<file path="src/rtl/fetch_unit.sv">
// fetch_unit: instruction-fetch stage that sits in front of the single-cycle
// controller/datapath. It owns the PC and runs a req/ready handshake to
// instruction memory. It holds the fetched instruction and its decoded
// fields until the datapath retires it, then selects the next PC.
// A misaligned next PC parks the unit in a sticky TRAP state.
// Optional feature macro: FETCH_TIMEOUT_EN. When it is defined, a fetch that
// waits too long traps with cause 2. When it is undefined, fetch waits forever.
module fetch_unit #(
    parameter logic [31:0] RESET_PC = 32'h0000_0000,
    parameter int          TIMEOUT  = 16
) (
    input  logic        clk,
    input  logic        reset,
    output logic        imem_req,
    output logic [31:0] imem_addr,
    input  logic        imem_ready,
    input  logic [31:0] imem_rdata,
    input  logic        exec_done,
    input  logic        PCSrc,
    input  logic [31:0] PCTarget,
    output logic        instr_valid,
    output logic [31:0] Instr,
    output logic [6:0]  op,
    output logic [2:0]  funct3,
    output logic        funct7b5,
    output logic [31:0] PC,
    output logic [31:0] PCPlus4,
    output logic        trap,
    output logic [1:0]  trap_cause
);

    localparam logic [31:0] NOP_INSTR = 32'h0000_0013;
    localparam logic [1:0]  CAUSE_NONE     = 2'd0;
    localparam logic [1:0]  CAUSE_MISALIGN = 2'd1;
    localparam logic [1:0]  CAUSE_TIMEOUT  = 2'd2;

    typedef enum logic [1:0] {
        S_FETCH = 2'd0,
        S_HOLD  = 2'd1,
        S_TRAP  = 2'd2
    } state_t;

    state_t      state_q;
    logic [31:0] pc_q;
    logic [31:0] instr_q;
    logic        valid_q;
    logic        req_q;
    logic        trap_q;
    logic [1:0]  cause_q;
    logic [31:0] pc_plus4_d;
    logic [31:0] pc_next_d;

`ifdef FETCH_TIMEOUT_EN
    localparam int CNT_W = (TIMEOUT > 1) ? $clog2(TIMEOUT) : 1;
    logic [CNT_W-1:0] tmo_cnt_q;
`endif

    // Sequential PC successor and the PC that retirement would commit.
    always_comb begin
        pc_plus4_d = pc_q + 32'd4;
        pc_next_d  = PCSrc ? PCTarget : pc_plus4_d;
    end

    // Fetch/hold/trap controller. All outputs are registered here.
    // After reset, the first FETCH cycle only raises the request. Later
    // entries into FETCH from HOLD raise it on the same edge, which keeps
    // the loop at two cycles per instruction.
    always_ff @(posedge clk or posedge reset) begin
        if (reset) begin
            state_q   <= S_FETCH;
            pc_q      <= RESET_PC;
            instr_q   <= NOP_INSTR;
            valid_q   <= 1'b0;
            req_q     <= 1'b0;
            trap_q    <= 1'b0;
            cause_q   <= CAUSE_NONE;
`ifdef FETCH_TIMEOUT_EN
            tmo_cnt_q <= '0;
`endif
        end else begin
            case (state_q)
                S_FETCH: begin
                    if (!req_q) begin
                        req_q <= 1'b1;
                    end else if (imem_ready) begin
                        // Ready wins over a timeout in the same cycle.
                        instr_q <= imem_rdata;
                        valid_q <= 1'b1;
                        req_q   <= 1'b0;
                        state_q <= S_HOLD;
`ifdef FETCH_TIMEOUT_EN
                    end else if (tmo_cnt_q == CNT_W'(TIMEOUT - 1)) begin
                        req_q   <= 1'b0;
                        trap_q  <= 1'b1;
                        cause_q <= CAUSE_TIMEOUT;
                        state_q <= S_TRAP;
                    end else begin
                        tmo_cnt_q <= tmo_cnt_q + CNT_W'(1);
`endif
                    end
                end
                S_HOLD: begin
                    if (exec_done) begin
                        valid_q <= 1'b0;
                        if (pc_next_d[1:0] != 2'b00) begin
                            // PC keeps pointing at the instruction that faulted.
                            trap_q  <= 1'b1;
                            cause_q <= CAUSE_MISALIGN;
                            state_q <= S_TRAP;
                        end else begin
                            pc_q    <= pc_next_d;
                            req_q   <= 1'b1;
                            state_q <= S_FETCH;
`ifdef FETCH_TIMEOUT_EN
                            tmo_cnt_q <= '0;
`endif
                        end
                    end
                end
                S_TRAP: begin
                    // Frozen until reset.
                end
                default: begin
                    req_q   <= 1'b0;
                    valid_q <= 1'b0;
                    state_q <= S_TRAP;
                end
            endcase
        end
    end

    assign imem_req    = req_q;
    assign imem_addr   = pc_q;
    assign instr_valid = valid_q;
    assign Instr       = instr_q;
    assign op          = instr_q[6:0];
    assign funct3      = instr_q[14:12];
    assign funct7b5    = instr_q[30];
    assign PC          = pc_q;
    assign PCPlus4     = pc_plus4_d;
    assign trap        = trap_q;
    assign trap_cause  = cause_q;

endmodule

</file>
<file path="config.mk">
export PLATFORM = sky130hd
export DESIGN_NAME = fetch_unit
export DESIGN_NICKNAME = d
export VERILOG_FILES = /design/src/rtl/fetch_unit.sv
export SDC_FILE = /design/constraint.sdc
export NUM_CORES = 1
export LEC_CHECK = 0
export BUFFER_PORTS_ARGS = -buffer_cell sky130_fd_sc_hd__buf_2
export CAP_MARGIN = 10
export CORE_UTILIZATION = 49
export CTS_CLUSTER_SIZE = 8
export DETAILED_ROUTE_END_ITERATION = 12
export MAX_ROUTING_LAYER = met4
export PLACE_DENSITY = 0.86
export SLEW_MARGIN = 20
export SYNTH_ARGS = -nofsm -noshare
export SYNTH_HDL_FRONTEND = slang
export SYNTH_SLANG_ARGS = --single-unit
</file>
<file path="constraint.sdc">
create_clock -name clk -period 3.9 [get_ports clk]
set_input_delay 0.195 -clock clk [delete_from_list [all_inputs] [get_ports clk]]
set_output_delay 0.195 -clock clk [all_outputs]
set_load 0.005 [all_outputs]
</file>
==> results of run 1 <==
==> through the flow <==
stage	utilization	setup WS (ns)	hold slack [ns]
2_1_floorplan	-	2.00	0.343
3_3_place_gp	0.618	1.44	0.359
3_5_place_dp	0.618	1.28	0.374
4_1_cts	0.641	1.31	0.0000283
5_1_grt	0.641	1.09	0.0305
6_report	0.641	1.29	-0.0230
==> final cells by class <==
cell class | count | area, µm² | share of cell area
tap | 102 | 128 | 0.0252
timing repair buffer | 216 | 1090 | 0.216
clock buffer | 9 | 124 | 0.0245
multi-input combinational | 274 | 1930 | 0.382
sequential | 68 | 1710 | 0.337
clock inverter | 7 | 57.6 | 0.0114
inverter | 5 | 18.8 | 0.00371
==> cells in the final DEF (no fill, tap or decap), types with 5 or more instances in the layout <==
cell type    n
and3_1       8
nand2_1     25
mux2_2      32
nor3_1       6
nand3_1     19
dfrtp_1     65
clkbuf_8     9
xnor2_1     13
nand4_1      7
o21a_1       5
and2_1       7
o22a_1       6
o21ai_0     22
a31oi_1      9
buf_4        5
xor2_1      15
nor2_1      28
buf_2      211
a21oi_1     10
==> worst reg2reg max path, stage by stage, from the launching register on <==
cell	delay, ns
dfrtp_1	0.47
ha_1	0.30
nand3_4	0.16
nor4_4	0.54
and3_1	0.33
mux2i_1	0.22
nand3_1	0.08
==> cells by family after synthesis <==
logic type	count (synthesis)	synth area share
fa+ha+maj	1	0.00306
flops	68	0.417
other cells	1	0.000917
buf+inv	73	0.115
simple gates	133	0.187
compound gates	75	0.119
xor+xnor	28	0.0600
mux	36	0.0980
==> per-layer routing <==
layer  GRT usage  share of wire
met1       0.337           0.40
met2       0.440           0.51
met3      0.0333          0.071
met4       0.100          0.020
met5           -              0
==> sequential cells by signal, indices dropped and copies added, names as in the netlist <==
register and cells:
Instr 32, imem_req 1, PC 32, state_q 1, trap_cause 1, instr_valid 1
==> path summary, 6_finish.rpt <==
kind,startpoint,end,slack (ns),cells after the start
setup / recovery,PC[6],PCPlus4[31],1.29,6
hold / removal,reset,Instr[19],-0.02,2
setup reg to reg,PC[2],PC[28],1.69,6
hold reg to reg,Instr[17],Instr[17],0.51,1
max in group asynchronous,reset,Instr[4],2.96,3
min in group clk,imem_rdata[17],Instr[17],0.07,2
==> report_power, final <==
group | total [µW] | switching, µW | internal, µW
Clock | 547 | 308 | 240
Sequential | 1380 | 374 | 1010
Combinational | 1270 | 542 | 725
==> flow_summary.toml, run 1 <==
[yosys]
synth_top_area_frac = 0.398
synth_seq_cells = 68
yosysMostFrequentCell = "dfrtp_1"
synth_area_leaders = "dfrtp_1, buf_4, mux2_2"
yosysTopAreaCell = "dfrtp_1"
synth.avg_cell_area_um2 = 9.85
synth_common_cells = "dfrtp_1, buf_4, mux2_2, nor2_1, nand2_1"
async_reset_ff_frac = 1.00
synth.distinct_cells = 56
synth_edf_count = 0
synth.yosys.warnings = 0
synth_area_um2 = 4090
synthFlopType = "dfrtp_1"
seq_area_frac_synth = 0.417
synthCells = 415
syn_nets = 485

[worst_setup_path]
crit_type = "reg -> out"
cp_data_arrival_time_ns = 2.42
crit_buf_inv = 1
cp.required_ns = 3.70
crit_path_end_kind = "output port"
critPathMaxFanout = 12
critPathMaxStageDelay_ns = 0.57
critPathTopFamily = "simple AND/OR/NAND/NOR gates"
path_cells = "nand3_2, nor2_2, nand4_2, or2_1, xnor2_1, buf_2"
crit_path_top_delay_cell = "dfrtp_1"
start_kind = "flop"

[status]
violations = "negative hold slack"
status = "finished with violations"

[place]
port_buffers = 211
place_area_um2 = 4880
gp_congestion = 0.922
dp.cells = 665
dp_hpwl_mm = 8.04

[global_routing]
grt_pass1_wl_mm = 17.6
grt_overflow = 0
grt_pass1_vias = 3571
antenna_found_initial = 0
grt_max_degree = 47
grt_usage = 0.267

[timing]
finalSetupViolCount = 0
holdWs_ns = -0.0230
drv_slew = 0
relSlewSlack = 0.343
fin_crit_sh = 0.669
tightest_slew_ns = 0.981
min_period_ns = 2.61
hold_viol_final = 29
grt_setup_unrepaired = "no"
fin_tns_setup_ns = 0
fin_skew_ns = 0.0164
fmax_mhz = 383

[clocking]
cts_tree = "done"
insertion_delay_ns = 0.35
cts-htree-levels = 3
cts_buffers = 9
postCtsResizedCells = 0
cts_hold_buf = 0
path_clk_slew_ns = 0.08
clockRootBuffer = "clkbuf_8"
clock-sinks = 68
post_cts_buffers = 0
clk_path_buf_depth = 2

[floorplan]
num_rows = 32
core-area_um2 = 7890
dieArea_um2 = 8710
pin_count = 213
die_w_um = 93.3
dieHeight_um = 93.3
initial_core_util = 0.518

[pwr]
power_density_nw_per_um2 = 632
total_leakage_power_uw = 0.00247
fin_total_pwr_uw = 3200
peakVddDrop_v = 0.000415

[final_layout]
syn_to_final_growth_pct = 23.7
drive_above_1_share = 0.492
nNetsFinal = 644
final_cell_area_um2 = 5060
num_antenna_cells = 0
final-instance-count-excl-fill = 681
filler_cell_count = 668

[min_path]
hold_class = "in -> async"

[routing]
drt_iter0_markers = 244
wl_per_cell_um = 16.1
drtAntennaViolNets = 0
vias = 3735
wirelength_mm = 11.0
dr.pass1.iters = 4
vias_per_cell = 5.48
drc = 0

[flow_run]
maxCapViolCount = 0
Power figures use the tool's default switching activity.
==> run 2: changes to the inputs <==
--- a/config.mk
+++ b/config.mk
@@ -5,13 +5,14 @@
 export SDC_FILE = /design/constraint.sdc
 export NUM_CORES = 1
 export LEC_CHECK = 0
+export ABC_AREA = 1
 export BUFFER_PORTS_ARGS = -buffer_cell sky130_fd_sc_hd__buf_2
 export CAP_MARGIN = 10
-export CORE_UTILIZATION = 49
+export CORE_UTILIZATION = 42
 export CTS_CLUSTER_SIZE = 8
 export DETAILED_ROUTE_END_ITERATION = 12
 export MAX_ROUTING_LAYER = met4
-export PLACE_DENSITY = 0.86
+export PLACE_DENSITY = 0.77
 export SLEW_MARGIN = 20
 export SYNTH_ARGS = -nofsm -noshare
 export SYNTH_HDL_FRONTEND = slang
==> constraint.sdc (replaced) <==
create_clock -name clk -period 2.1 [get_ports clk]
set_input_delay 0.105 -clock clk [delete_from_list [all_inputs] [get_ports clk]]
set_output_delay 0.105 -clock clk [all_outputs]
set_load 0.005 [all_outputs]
==> run 2 against run 1 <==
  * The flow now finishes without violations
  * Flip-flop and latch count is the same
  * Via count is 14% higher
  * Worst hold slack better by 0.058 ns
  * Sequential share of layout area fell by 3.8 points
  * Sequential power fell by 5%
  * Synthesized cell count rose by 31%
  * First-iteration DRC count shrank 20%
  * Cell area increased by 13%
  * Register-to-register slack lost 1.2 ns
  * Area after synthesis grew 5.5%
  * Non-clock buffer count is 35 higher
  * Final cell count rose by 29%
  * Critical endpoint is now PCPlus4[24]
==> flow_summary.toml, run 2 <==
[final_layout]
num_antenna_cells = 0
nNetsFinal = 813
final_common_cell = "buf_2"
final-instance-count-excl-fill = 881
multiInputGateArea_um2 = 2030
final_cell_mix = "buf_2, nand2_1, nor2_1"
filler_cell_count = 858
syn_to_final_growth_pct = 32.3
drive_above_1_share = 0.422
seq_area_um2 = 1710

[yosys]
synth_common_cells = "nand2_1, nor2_1, dfrtp_1, buf_4, inv_1"
yosysMostFrequentCell = "nand2_1"
synthCells = 542
async_reset_ff_frac = 1.00
seq_area_frac_synth = 0.395
synth_seq_cells = 68
synth_area_um2 = 4310
synth_edf_count = 0
synth_area_leaders = "dfrtp_1, nand2_1, buf_4"
synthFlopType = "dfrtp_1"
synth.avg_cell_area_um2 = 7.96
synth.yosys.warnings = 0
yosysTopAreaCell = "dfrtp_1"
synth_top_area_frac = 0.377
syn_nets = 612
synth.distinct_cells = 38

[routing]
drt-met1-wl_mm = 5.09
vias_per_cell = 4.84
wl_per_cell_um = 14.5
wl_met2_mm = 6.62
drt_iter0_markers = 194
drc = 0
highest_layer = "met4"
wirelength_mm = 12.8
dr.pass1.iters = 4
drtAntennaViolNets = 0
vias = 4263
route.met3.wl_um = 877

[worst_setup_path]
crit_path_end_kind = "output port"
critPathTopFamily = "simple AND/OR/NAND/NOR gates"
crit_top_cell = "nand2_1"
cp.required_ns = 2.00
critPathMaxFanout = 6
crit_type = "reg -> out"
critPathMaxStageDelay_ns = 0.49
start_kind = "flop"
crit_path_top_delay_cell = "dfrtp_1"
cp_data_arrival_time_ns = 1.81
path_cells = "nand2_1, nor2_1, nand2_1, nor2_1, nand2_1, nand2_1, nand2_1, buf_2"
crit_buf_inv = 1

[pwr]
p_sw_frac = 0.236
p_int_uw = 2030
p_switching_uw = 628
p_clk_frac = 0.433
power_frac_seq = 0.492
total_leakage_power_uw = 0.00317
comb_power_share = 0.075
power_density_nw_per_um2 = 466
peakVddDrop_v = 0.000286

[floorplan]
initial_core_util = 0.437
dieArea_um2 = 10700
num_rows = 36
dieHeight_um = 103
core-area_um2 = 9860
pin_count = 213
die_w_um = 103

[timing]
fin_skew_ns = 0.00959
hold_viol_final = 0
drv_slew = 0
finalSetupViolCount = 0
fin_tns_setup_ns = 0
grt_setup_unrepaired = "no"
fin_crit_sh = 0.910
fmax_mhz = 523
min_period_ns = 1.91

[min_path]
hold_class = "in -> reg"

[flow_run]
maxCapViolCount = 0

[global_routing]
grt_usage = 0.243
grt_overflow = 0
grt_pass1_wl_mm = 18.8
grt_pass1_vias = 3885
grt_max_degree = 69
antenna_found_initial = 0

[place]
gp_congestion = 0.922
port_buffers = 211
dp_hpwl_mm = 9.27
dp.cells = 831

[clocking]
clk_path_buf_depth = 2
insertion_delay_ns = 0.35
clockRootBuffer = "clkbuf_8"
cts-htree-levels = 3
cts_buffers = 9
cts_tree = "done"
path_clk_slew_ns = 0.08
clock-sinks = 68

[status]
status = "completed"
==> run 2: final timing paths <==
kind / slack (ns) / depth (start not counted) / start / endpoint
min in group asynchronous: 0.37 / 4 / reset / Instr[19]
max reg2reg: 0.45 / 6 / instr_valid / PC[11]
min reg2reg: 0.50 / 1 / Instr[16] / Instr[16]
max: 0.19 / 8 / PC[9] / PCPlus4[24]
min: 0.03 / 2 / exec_done / instr_valid
max in group asynchronous: 1.39 / 4 / reset / Instr[1]
==> run 2: through the flow <==
step,setup WS (ns),power [µW],area [µm²],hold WS (ns),utilization
2_1_floorplan,0.288,1400,4310,0.201,-
3_3_place_gp,0.534,1480,5150,0.206,0.522
3_5_place_dp,0.462,1480,5150,0.217,0.522
4_1_cts,0.0741,2690,5690,0.00233,0.577
5_1_grt,0.00504,2760,5710,0.0134,0.579
6_report,0.188,2660,5710,0.0346,0.579
==> run 2: cells by family (layout without fill, tap and decap cells) <==
family                   count (synthesis)  count (layout)  synth area share
AO/OA/AOI/OAI                           44              44            0.0624
XOR/XNOR                                 7               7            0.0142
adder cells (fa/ha/maj)                  1               1           0.00290
buffers and inverters                   98             304             0.135
flip-flops                              68              68             0.395
multiplexers                            32              32            0.0835
other                                    1               1          0.000869
AND/OR/NAND/NOR                        291             291             0.305
==> run 2: timing repair <==
item                                   4_1_cts  5_1_grt
setup endpoints to repair                    0        9
gates resized for setup                      0        3
endpoints found under the hold margin       97        1
hold buffers                                33        1
buffers inserted                             0        0
==> run 2: power by group through the flow <==
stage	Sequential, µW	Combinational, µW	Clock, µW
2_1_floorplan	1330	67.5	0
3_3_place_gp	1330	146	0
3_5_place_dp	1330	149	0
4_1_cts	1310	198	1190
5_1_grt	1310	220	1230
6_report	1310	199	1150
==> run 2: final cells by class <==
cell class,instances,share of cell area
clock buffers,11,0.0265
clock inverters,5,0.0105
inverters,37,0.0250
multi-input cells,376,0.355
flip-flops and latches,68,0.299
well taps,133,0.0291
repair buffers,251,0.255
==> run 2: routing by layer <==
metal | global-route usage | vias up
li1 | - | 2069
met1 | 0.273 | 1993
met2 | 0.425 | 186
met3 | 0.0544 | 15
met4 | 0.0802 | 0
met5 | - | -
==> run 2: worst reg2reg max path, stage by stage, from the launching register on <==
cell and delay [ns]:
dfrtp_1 0.41, inv_1 0.09, nor2_1 0.21, nand3_4 0.26
clkinv_2 0.29, o21ai_0 0.16, o21ai_2 0.16
